$ cat config.mk
export PLATFORM = sky130hd
export DESIGN_NAME = ifu_fetch_ctrl
export DESIGN_NICKNAME = d
export VERILOG_FILES = /design/src/rtl/ifu_pkg.sv /design/src/rtl/ifu_inst_buf.sv /design/src/rtl/ifu_fetch_ctrl.sv
export SDC_FILE = /design/constraint.sdc
export NUM_CORES = 1
export LEC_CHECK = 0
export ABC_AREA = 1
export BUFFER_PORTS_ARGS = -buffer_cell sky130_fd_sc_hd__buf_4
export CAP_MARGIN = 20
export CORE_MARGIN = 5
export CORE_UTILIZATION = 54
export DETAILED_ROUTE_END_ITERATION = 6
export PLACE_DENSITY_LB_ADDON = 0.15
export SLEW_MARGIN = 20
export SYNTH_ARGS = -nofsm -noshare
export SYNTH_HDL_FRONTEND = slang
export SYNTH_SLANG_ARGS = --single-unit
$ cat constraint.sdc
create_clock -name clk -period 3.2 [get_ports clk]
set_clock_uncertainty 0.1 [all_clocks]
set_input_delay 0.32 -clock clk [delete_from_list [all_inputs] [get_ports clk]]
set_output_delay 0.32 -clock clk [all_outputs]
set_load 0.01 [all_outputs]
$ cat src/rtl/ifu_pkg.sv
// Purpose: shared types and constants for the instruction-fetch unit (fetch FSM states,
//          default widths and boot address, alignment helper).
// Contents: IFU_ADDR_W, IFU_INST_W, IFU_RESET_PC, fetch_state_e, pc_misaligned().
package ifu_pkg;

  localparam int          IFU_ADDR_W   = 64;
  localparam int          IFU_INST_W   = 32;
  localparam logic [63:0] IFU_RESET_PC = 64'h0000_0000_8000_0000;

  typedef enum logic [2:0] {
    BOOT = 3'd0,
    REQ  = 3'd1,
    WAIT = 3'd2,
    HOLD = 3'd3,
    HALT = 3'd4
  } fetch_state_e;

  // Instructions are 4-byte aligned; any set low bit in a target is a fault.
  function automatic logic pc_misaligned(input logic [1:0] lsb);
    return lsb != 2'b00;
  endfunction

endpackage

$ cat src/rtl/ifu_inst_buf.sv
// Purpose: single-entry holding register for one fetched instruction and its PC,
//          presented to decode with a valid/ready handshake.
// Ports: clk/rst; load + load_data/load_pc fill the entry; flush drops it;
//        valid/ready/data/pc form the decode-side interface (all registered).
module ifu_inst_buf
  import ifu_pkg::*;
#(
  parameter int ADDR_W = IFU_ADDR_W,
  parameter int INST_W = IFU_INST_W
) (
  input  logic              clk,
  input  logic              rst,
  input  logic              load,
  input  logic [INST_W-1:0] load_data,
  input  logic [ADDR_W-1:0] load_pc,
  input  logic              flush,
  output logic              valid,
  input  logic              ready,
  output logic [INST_W-1:0] data,
  output logic [ADDR_W-1:0] pc
);

  always_ff @(posedge clk) begin
    if (rst) begin
      valid <= 1'b0;
      data  <= '0;
      pc    <= '0;
    end else if (load) begin
      valid <= 1'b1;
      data  <= load_data;
      pc    <= load_pc;
    end else if (flush || (valid && ready)) begin
      // Data/pc keep their last value; only the valid flag is dropped.
      valid <= 1'b0;
    end
  end

endmodule

$ cat src/rtl/ifu_fetch_ctrl.sv
// Purpose: instruction-fetch sequencer; owns the fetch PC, issues one outstanding imem
//          request at a time, buffers the response for decode, applies execute redirects
//          and halts (sticky) on a misaligned redirect target.
// Ports: clk/rst (sync, active-high); imem_req_* request channel (valid/ready);
//        imem_rsp_* response (no back-pressure); inst_* decode channel (valid/ready);
//        redirect_* pulse from execute; pc_out debug PC; fetch_halt sticky fault flag.
module ifu_fetch_ctrl
  import ifu_pkg::*;
#(
  parameter int               ADDR_W   = IFU_ADDR_W,
  parameter int               INST_W   = IFU_INST_W,
  parameter logic [ADDR_W-1:0] RESET_PC = ADDR_W'(IFU_RESET_PC)
) (
  input  logic              clk,
  input  logic              rst,
  output logic              imem_req_valid,
  input  logic              imem_req_ready,
  output logic [ADDR_W-1:0] imem_req_addr,
  input  logic              imem_rsp_valid,
  input  logic [INST_W-1:0] imem_rsp_data,
  output logic              inst_valid,
  input  logic              inst_ready,
  output logic [INST_W-1:0] inst_data,
  output logic [ADDR_W-1:0] inst_pc,
  input  logic              redirect_valid,
  input  logic [ADDR_W-1:0] redirect_pc,
  output logic [ADDR_W-1:0] pc_out,
  output logic              fetch_halt
);

  fetch_state_e      state, state_nxt;
  logic [ADDR_W-1:0] pc, pc_nxt;
  logic              kill, kill_nxt;
  logic              halt, halt_nxt;
  logic              buf_load, buf_flush;
  logic              redirect_bad;

  assign redirect_bad = redirect_valid && pc_misaligned(redirect_pc[1:0]);

  always_ff @(posedge clk) begin
    if (rst) begin
      state <= BOOT;
      pc    <= RESET_PC;
      kill  <= 1'b0;
      halt  <= 1'b0;
    end else begin
      state <= state_nxt;
      pc    <= pc_nxt;
      kill  <= kill_nxt;
      halt  <= halt_nxt;
    end
  end

  always_comb begin
    state_nxt = state;
    pc_nxt    = pc;
    kill_nxt  = kill;
    halt_nxt  = halt;
    buf_load  = 1'b0;
    buf_flush = 1'b0;

    case (state)
      BOOT: begin
        state_nxt = REQ;
        if (redirect_valid) pc_nxt = redirect_pc;
      end

      REQ: begin
        if (imem_req_ready) state_nxt = WAIT;
        if (redirect_valid) begin
          pc_nxt = redirect_pc;
          // Request already left for the old PC: its response must be discarded.
          if (imem_req_ready) kill_nxt = 1'b1;
        end
      end

      WAIT: begin
        if (imem_rsp_valid) begin
          state_nxt = REQ;
          kill_nxt  = 1'b0;
          if (!kill && !redirect_valid) begin
            buf_load  = 1'b1;
            pc_nxt    = pc + ADDR_W'(4);
            state_nxt = HOLD;
          end
        end
        if (redirect_valid) begin
          pc_nxt = redirect_pc;
          // With the response arriving now there is nothing left to kill.
          if (!imem_rsp_valid) kill_nxt = 1'b1;
        end
      end

      HOLD: begin
        if (inst_ready) state_nxt = REQ;
        if (redirect_valid) begin
          // If inst_ready is also high, decode has taken the instruction this cycle.
          pc_nxt    = redirect_pc;
          buf_flush = 1'b1;
          state_nxt = REQ;
        end
      end

      HALT: ;

      default: state_nxt = BOOT;
    endcase

    // A misaligned target overrides everything: freeze on the faulting PC.
    if (state != HALT && redirect_bad) begin
      state_nxt = HALT;
      pc_nxt    = redirect_pc;
      halt_nxt  = 1'b1;
      kill_nxt  = 1'b0;
      buf_load  = 1'b0;
      buf_flush = 1'b1;
    end
  end

  ifu_inst_buf #(
    .ADDR_W(ADDR_W),
    .INST_W(INST_W)
  ) u_inst_buf (
    .clk      (clk),
    .rst      (rst),
    .load     (buf_load),
    .load_data(imem_rsp_data),
    .load_pc  (pc),
    .flush    (buf_flush),
    .valid    (inst_valid),
    .ready    (inst_ready),
    .data     (inst_data),
    .pc       (inst_pc)
  );

  assign imem_req_valid = (state == REQ);
  assign imem_req_addr  = pc;
  assign pc_out         = pc;
  assign fetch_halt     = halt;

endmodule
# Word-level counts from Yosys, hierarchy flattened
# Index checks and enable logic that the tools add are counted.
[op_classes]
n_addsub = 1
multipliers = 0
div_mod_pow = 0
order_cmp = 0
eq_ne = 16
n_shift = 0
muxes = 28
bitwise_logic = 1
reduce_logical = 18
[ops]
columns = ["op", "n"]
rows = [
  ["64-bit 2-to-1 mux", 5],
  ["64-bit one-hot mux with 2 select lines", 1],
  ["64-bit by 3-bit adder with 64-bit output, second input constant", 1],
  ["3-bit 2-to-1 mux", 5],
  ["3-bit one-hot mux with 5 select lines", 1],
  ["1-bit 2-to-1 mux", 14],
  ["4-bit inequality test, second input constant", 3],
  ["4-bit AND reduction", 3],
  ["3-bit inequality test, second input constant", 3],
  ["3-bit by 2-bit == test with 1-bit output, second input constant", 2],
  ["3-bit by 1-bit inequality test with 1-bit output, second input constant", 2],
  ["2-bit nonzero test", 3],
  ["1-bit logical AND", 4],
  ["2-bit by 1-bit inequality test with 1-bit output, second input constant", 2],
  ["2-bit inequality test, second input constant", 2],
  ["3-bit by 1-bit == test with 1-bit output, second input constant", 1],
  ["3-bit == test, second input constant", 1],
  ["3-bit logical NOT", 1],
  ["3-bit AND reduction", 1],
  ["3-bit nonzero test", 1],
  ["3-bit OR reduction", 1],
  ["1-bit logical NOT", 2],
  ["2-bit 2-to-1 mux", 1],
  ["1-bit one-hot mux with 2 select lines", 1],
  ["other kinds (3)", 3],
]
[word_totals]
regBits = 166
latchBits = 0
mem_bits_rw = 0
romBits = 0
in_bits = 102
output_inout_bits = 227
word_cells = 72
n_memories = 0

# Depth between registers and ports, before layout
# Gate-level depths: netlist of the first run.
[depth]
word_depth = 7
depth_mapped = 11
depth_no_buf = 11

# Modules after synthesis
# Synthesis of the first run repeated with hierarchy kept, for this count alone.
[unflattened]
hier_cells = 1245
area_unflattened_um2 = 8812.2
[by_module_without_submodules]
columns = ["mod", "n_inst", "cells_per_inst", "area_per_inst_um2", "seq_area_each_um2"]
rows = [
  ["ifu_fetch_ctrl", 1, 823, 5437.7, 1381.3],
  ["ifu_inst_buf", 1, 422, 3374.5, 1941.9],
]

# Least setup slack after synthesis of the first run
# No wires, ideal clock.
[synth_path]
path_kind = "register to register"
from = "register pc[3] (netlist: imem_req_addr[3])"
to = "register pc[50] (netlist: imem_req_addr[50])"
setup_time_ps = 119
t_arrival_ps = 1554
required_time_ps = 2981
path_slack_ps = 1427
stages_incl_launch_ff = 11
n_path_buf = 0
period_less_slack_ps = 1773
path_cell_list = "dfxtp_1 > ha_1 > nand2_1 > nor2_2 > nand2_2 > nor2_8 > nand3_1 > nor2_1 > nand2_1 > nand3_1 > a21oi_1"
[synth_via]
elab_chain_len = 6
[synth_rtl]
columns = ["element", "line_no", "text"]
rows = [
  ["start, declared", "ifu_fetch_ctrl.sv:32", "logic [ADDR_W-1:0] pc, pc_nxt;"],
  ["start signal, assigned", "ifu_fetch_ctrl.sv:48", "pc <= pc_nxt;"],
  ["64-bit by 3-bit adder with 64-bit output", "ifu_fetch_ctrl.sv:83", "pc_nxt = pc + ADDR_W'(4);"],
  ["64-bit 2-to-1 mux", "ifu_fetch_ctrl.sv:81", "if (!kill && !redirect_valid) begin"],
  ["64-bit 2-to-1 mux", "ifu_fetch_ctrl.sv:78", "if (imem_rsp_valid) begin"],
  ["64-bit 2-to-1 mux", "ifu_fetch_ctrl.sv:87", "if (redirect_valid) begin"],
  ["64-bit one-hot mux with 2 select lines", "ifu_fetch_ctrl.sv:62", "case (state)"],
  ["64-bit 2-to-1 mux", "ifu_fetch_ctrl.sv:110", "if (state != HALT && redirect_bad) begin"],
]
# Every way passes these cells. The select of a mux whose other input is x is not followed.
# A chain may end at the register's enable or synchronous reset.

# Final worst setup path of the first run
[layout_path]
from = "register pc[3] (netlist: imem_req_addr[3])"
to = "register pc[58] (netlist: imem_req_addr[58])"
# Same word-level chain as after synthesis.

==> results of run 1 <==
synth_stat cells (3+ instances only):
| cell | count |
|---|---|
| nand2_1 | 160 |
| nand2_4 | 4 |
| o211ai_1 | 4 |
| o21ai_1 | 7 |
| a21oi_1 | 163 |
| buf_4 | 67 |
| inv_2 | 8 |
| clkbuf_1 | 30 |
| inv_1 | 86 |
| xnor2_1 | 3 |
| nand3_1 | 74 |
| dfxtp_1 | 166 |
| nor2_4 | 4 |
| buf_2 | 29 |
| o21bai_1 | 4 |
| nor2_2 | 13 |
| a31oi_1 | 6 |
| xor2_1 | 4 |
| o21ai_0 | 177 |
| nand3_2 | 3 |
| nor3_1 | 12 |
| nand4_1 | 18 |
| nor2_1 | 204 |
per-stage QoR:
step / hold WS (ns) / std cells / util, % / total power [uW]
final: 0.009560 / 1722 / 71.90 / 5959
after global placement: 0.3391 / 1691 / 67.94 / 3752
after detailed placement: 0.3449 / 1691 / 67.94 / 3766
after global routing: 0.009259 / 1722 / 71.90 / 6193
after floorplan: 0.2891 / 1267 / - / 3202
after CTS: 0.001960 / 1722 / 71.90 / 5961
area by class of cell:
| class | instances | share of cell area (%) |
|---|---|---|
| Multi-Input combinational cell | 879 | 37.10 |
| Sequential cell | 166 | 29.31 |
| Timing Repair Buffer | 336 | 22.58 |
| Clock buffer | 17 | 3.752 |
| Inverter | 94 | 3.123 |
| Tap cell | 216 | 2.384 |
| Clock inverter | 14 | 1.755 |
flip-flops by register name, indices dropped and copies added, names as in the netlist:
name	count
imem_req_addr	64
u_inst_buf.valid	1
u_inst_buf.data	32
fetch_halt	1
state	3
u_inst_buf.pc	64
kill	1
cell usage in the layout (no fill, tap or decap), types with 6 or more instances in the layout:
master | Yosys | layout
nand2_1 | 160 | 159
o21ai_0 | 177 | 177
nor2_4 | 4 | 6
dfxtp_1 | 166 | 166
a31oi_1 | 6 | 6
nand4_1 | 18 | 18
clkbuf_16 | 0 | 17
inv_2 | 8 | 9
o21ai_1 | 7 | 7
nor2_1 | 204 | 203
buf_4 | 67 | 333
nor2_2 | 13 | 12
nor3_1 | 12 | 12
a21oi_1 | 163 | 163
nand3_1 | 74 | 74
inv_1 | 86 | 84
power groups by stage:
stage	Clock (uW)	Sequential (uW)	Combinational, uW
2_1_floorplan	0	2490	707
3_3_place_gp	0	2500	1250
3_5_place_dp	0	2510	1260
4_1_cts	2230	2470	1260
5_1_grt	2320	2500	1370
6_report	2220	2480	1260
worst min-delay path: cells and delay by family:
family,cells,cell delay [ns]
simple gates,2,0.11
buf+inv,1,0.08
per-layer routing:
metal | track usage [%] | share of wire, % | up-vias | routed length (um)
li1 | - | - | 4601 | -
met1 | 41.85 | 40 | 4265 | 12300
met2 | 49.78 | 46 | 482 | 14080
met3 | 8.566 | 11 | 56 | 3270
met4 | 10.13 | 2.4 | 0 | 731
met5 | 0 | 0 | - | 0
kinds of logic after synthesis:
group | Yosys count
xor+xnor | 7
buf+inv | 222
simple gates | 503
flops | 166
fa+ha+maj | 1
compound gates | 368
worst paths after layout:
| kind | depth (start not counted) | endpoint | from | slack (ns) |
|---|---|---|---|---|
| setup / recovery | 11 | imem_req_addr[58] | imem_req_addr[3] | 1.06 |
| hold / removal | 3 | u_inst_buf.data[8] | imem_rsp_data[8] | 0.01 |
| setup reg to reg | 11 | imem_req_addr[58] | imem_req_addr[3] | 1.06 |
| hold reg to reg | 2 | fetch_halt | fetch_halt | 0.35 |
==> flow_metrics.tcl, run 1 <==
set metrics [dict create \
    status "finished clean" \
    synthSimpleGateAreaFrac_pct 25.75 \
    overflow 0 \
    final.period_utilization_pct 66.78 \
    synth_cell_type_count 39 \
    start_util_pct 54.81 \
    crit_type "reg2reg" \
    portBuffers 328 \
    cts-buffers-inserted 17 \
    drc_errors 0 \
    min_period_ns 2.137 \
    min_path_type "in2reg" \
    postCtsSetupRepairBufs 0 \
    dpl.hpwl_mm 22.14 \
    placed_area_mm2 0.01071 \
    cts-resized-gates 0 \
    ios 329 \
    grt_pass1_vias 8647 \
    cp_max_fo 7 \
    crit_slowest_cell "dfxtp_1" \
    sw_frac_of_total_pct 31.39 \
    syn_nets 1370 \
    path_delay_family "simple AND/OR/NAND/NOR gates" \
    cp.arrival_ns 2.38 \
    final_area_mm2 0.01134 \
    rows 46 \
    synth_seq_area_share_pct 38.45 \
    clkPwrFrac_pct 37.2 \
    core_mm2 0.01577 \
    cap_violations 0 \
    hold_viol_final 0 \
    drtAntennaViolNets 0 \
    n_fill_cell 1374 \
    htreeDepth 4 \
    crit_required_ns 3.44 \
    grtUsageTotal_pct 31.49 \
    drtIter0Drc 854 \
    yosys.area_share.adder_pct 0.1448 \
    num_vias 9404 \
    tightest_slew_ns 0.9777 \
    p_switching_uw 1870 \
    multi_input_area_mm2 0.004207 \
    grt_antenna_before_repair 0 \
    synthMuxAreaShare_pct 0 \
    cts_tree "done" \
    die_h_um 136.5 \
    dr.pass1.iters 5 \
    slew_violations 0 \
    synth_area_leaders "dfxtp_1, o21ai_0, a21oi_1, nor2_1, nand2_1" \
    routabilityCongestion 0.9637 \
    preCtsSetupSlack_ns 1.124 \
    syn_area_mm2 0.008643 \
    synth_top_family_by_area "simple AND/OR/NAND/NOR gates" \
    grt_max_degree 140 \
    synth_top_cell_by_area "dfxtp_1" \
    layout-drive-gt1-share_pct 27.36 \
    yosysWarnings 0 \
    power.internal_uw 4089 \
    syn_avg_cell_area_um2 6.822 \
    die_area_mm2 0.01864 \
    synth_top_area_share_pct 38.45 \
    peakVddDrop_mv 0.3948 \
    crit_buf_inv 0 \
    ys_ff_latch 166 \
    area_growth_pct 31.18 \
    synth_edf_count 0 \
    p_seq_share_pct 41.6 \
    max_clock_freq_ghz 0.4680 \
    grt_pass1_wl_mm 46.63 \
    cp_slowest_stage_delay_ns 0.45 \
    power.density_mw_per_mm2 525.6 \
    fin_nets 1597 \
    crit_chain "ha_1 > nand2_1 > nor2_2 > nand2_2 > nor2_8 > nand2_4 > nor2_4 > nand2_1 > nand2_1 > nand3_1 > a21oi_1" \
    root_buffer "clkbuf_16" \
    cts_hold_buf 0 \
    synthFlopType "dfxtp_1" \
    netlist_instances 1267 \
    wl_per_cell_um 17.65 \
    async_flop_share_pct 0 \
    fp.dieW_um 136.5 \
    cts_num_sinks 166 \
    wirelength_mm 30.39 \
    combPwrFrac_pct 21.2 \
    path_clk_slew_ns 0.07 \
    synth-xor-area-share_pct 0.7093 \
    start_kind "flip-flop" \
    cpMostUsedCell "nand2_1" \
    end_kind "flip-flop" \
    leakage_uw 0.005171 \
    synth_compound_area_share_pct 21.89 \
    clk_path_buf_depth 2 \
    tns_ns 0 \
    clkLatencyLatePin_ns 0.43 \
    slew_headroom_pct 34.72 \
    antenna_cells 0 \
    layout_setup_ws_ns 1.063 \
    vias_per_cell 5.461 \
    setup_viol 0 \
    final-seq-area_mm2 0.003323 \
    grt_setup_unrepaired "no" \
]
Note: power is estimated with default switching activity, not from simulation.
==> run 2: changes to the inputs <==
- CORE_UTILIZATION: 54 -> 45
- clock period: 3.2 -> 1.8 ns (I/O delays scaled with it)
==> run 2 against run 1 <==
Compared with the run above: the flow now finishes with violations (design-rule violations, negative setup slack); cell count rose by 15%; register-to-register slack got worse by 1.1 ns; combinational power rose to 2.6 times the previous value; clock-buffer cell count rose by 1; die area rose by 18%; sequential power rose by 71%; first-iteration DRC count fell by 7.3%; clock power rose by 70%; total power rose by 89%; sequential share of layout area fell by 4.9 points; core utilization rose by 1.3 points; critical endpoint is now imem_req_addr[63]; largest cell class is now buffers; largest power group unchanged.
==> flow_metrics.tcl, run 2 (synthesis gave the netlist of run 1 again) <==
set metrics [dict create \
    end_kind "flip-flop" \
    ff2ff_path_depth 10 \
    busiest_layer "met2" \
    dp.cells 1835 \
    fp.dieW_um 148.6 \
    crit_type "reg2reg" \
    start_kind "flip-flop" \
    layout_commonest_cell "buf_4" \
    clk_path_buf_depth 2 \
    drtIter0Drc 792 \
    layout_setup_ws_ns -0.03515 \
    peakVddDrop_mv 0.6662 \
    cts-buffers-inserted 17 \
    overflow 0 \
    fin_nets 1806 \
    path_clk_slew_ns 0.08 \
    tightest_slew_ns 0.4189 \
    dpl.hpwl_mm 24.05 \
    drc_errors 3 \
    leakage_uw 0.006296 \
    setup_viol 1 \
    grtUsageTotal_pct 29.37 \
    cp.arrival_ns 2.09 \
    final_cells 1977 \
    cap_violations 0 \
    wirelength_mm 36.04 \
    critPathLaunch "imem_req_addr[2]" \
    utilization_pct 73.16 \
    r2r_slack_ns -0.04 \
    max_clock_freq_ghz 0.5449 \
    use_met1_pct 38.98 \
    reg2reg_to "imem_req_addr[63]" \
    tns_ns -0.03515 \
    grt_antenna_before_repair 1 \
    grt_max_degree 75 \
    cts_tree "done" \
    min_path_type "in2reg" \
    cts_num_sinks 166 \
    hold_depth 5 \
    cp_max_fo 3 \
    crit_required_ns 2.05 \
    hold_viol_final 0 \
    wl_per_cell_um 18.23 \
    dr.pass1.iters 7 \
    n_fill_cell 1478 \
    routabilityCongestion 0.9488 \
    violations "design-rule violations, negative setup slack" \
    clkLatencyLatePin_ns 0.43 \
    rows 50 \
    grt_pass1_vias 9823 \
    final.period_utilization_pct 102.0 \
    layout-drive-gt1-share_pct 35.66 \
    die_area_mm2 0.02208 \
    slew_headroom_pct 72.04 \
    num_vias 10560 \
    portBuffers 328 \
    core_mm2 0.01883 \
    start_util_pct 45.90 \
    grt_setup_unrepaired "yes" \
    final_cell_mix "buf_4, nor2_1, o21ai_0" \
    grt_pass1_wl_mm 52.46 \
    setup.worst_path.end "imem_req_addr[63]" \
    slew_violations 0 \
    power.density_mw_per_mm2 817.1 \
    status "complete, but fails checks" \
    gr-usage-met2_pct 45.94 \
    vias_per_cell 5.340 \
    area_growth_pct 59.40 \
    use_met3_pct 7.252 \
    min_period_ns 1.835 \
    root_buffer "clkbuf_16" \
    reg2reg_from "imem_req_addr[2]" \
    die_h_um 148.6 \
    drtAntennaViolNets 0 \
    ios 329 \
    htreeDepth 4 \
]
run 2: changes by cell type in the layout (fill, tap and decap cells not counted), moves of 6 or more:
cell           change
dfxtp_1           -24
dfxtp_2           +20
nand2_2            +6
dlygate4sd3_1     +94
buf_4             +96
buf_12            +10
nand3_2            +7
nand3_1           -10
nand2_1           -11
nor2_1            -29
nor2_4            +15
nor2_2            +14
run 2: timing repair:
| item | CTS | global route |
|---|---|---|
| gates cloned | 0 | 4 |
| pin swaps | 4 | 29 |
| endpoints found under the setup margin | 26 | 137 |
| endpoints found under the hold margin | 96 | 0 |
| resized for setup | 14 | 115 |
| hold buffers | 94 | 0 |
| setup buffers | 5 | 6 |
run 2: per-layer routing:
| metal | vias up | routed length [um] |
|---|---|---|
| li1 | 5032 | - |
| met1 | 4899 | 14910 |
| met2 | 545 | 16590 |
| met3 | 81 | 3326 |
| met4 | 0 | 1205 |
| met5 | - | 0 |
run 2: area by class of cell:
type	count	area (um^2)	share of cell area, %
Timing Repair Buffer	545	4611	33.47
Multi-Input combinational cell	879	4528	32.87
Sequential cell	166	3363	24.41
Clock buffer	18	429.2	3.115
Inverter	94	359.1	2.606
Tap cell	260	325.3	2.361
Clock inverter	14	158.9	1.153
Antenna cell	1	2.502	0.01816
run 2: per-stage QoR:
| stage | total power [uW] | cell area, um^2 | hold slack [ns] | worst slack, ns |
|---|---|---|---|---|
| floorplan | 5692 | 8643 | 0.1491 | 0.02674 |
| global placement | 7107 | 11630 | 0.2997 | -0.02492 |
| detailed placement | 7127 | 11630 | 0.3074 | -0.1044 |
| CTS | 11050 | 13250 | 0.02487 | 0.003291 |
| global route | 11710 | 13780 | 0.06993 | -0.1847 |
| finish | 11260 | 13780 | 0.03169 | -0.03515 |
run 2: critical path, cell delays in order (launching register included):
cell and delay (ns):
dfxtp_4 0.37, buf_4 0.13, nand3_4 0.07, nor2_4 0.12, nand4_1 0.22, nor2_2 0.22, buf_4 0.13, nand2_1 0.04
nand2_1 0.06, nand3_1 0.09, a21oi_1 0.19
run 2: report_power, final:
group	switching, uW	internal (uW)
clock network	1800	1980
logic	1690	1540
registers	291	3950
run 2: worst min-delay path by stage:
stage	start	end
final	redirect_pc[15]	imem_req_addr[15]
after CTS	redirect_pc[15]	imem_req_addr[15]
after floorplan	rst	fetch_halt
after global routing	redirect_valid	kill
after detailed placement	imem_rsp_data[22]	u_inst_buf.data[22]
after global placement	imem_rsp_data[5]	u_inst_buf.data[5]
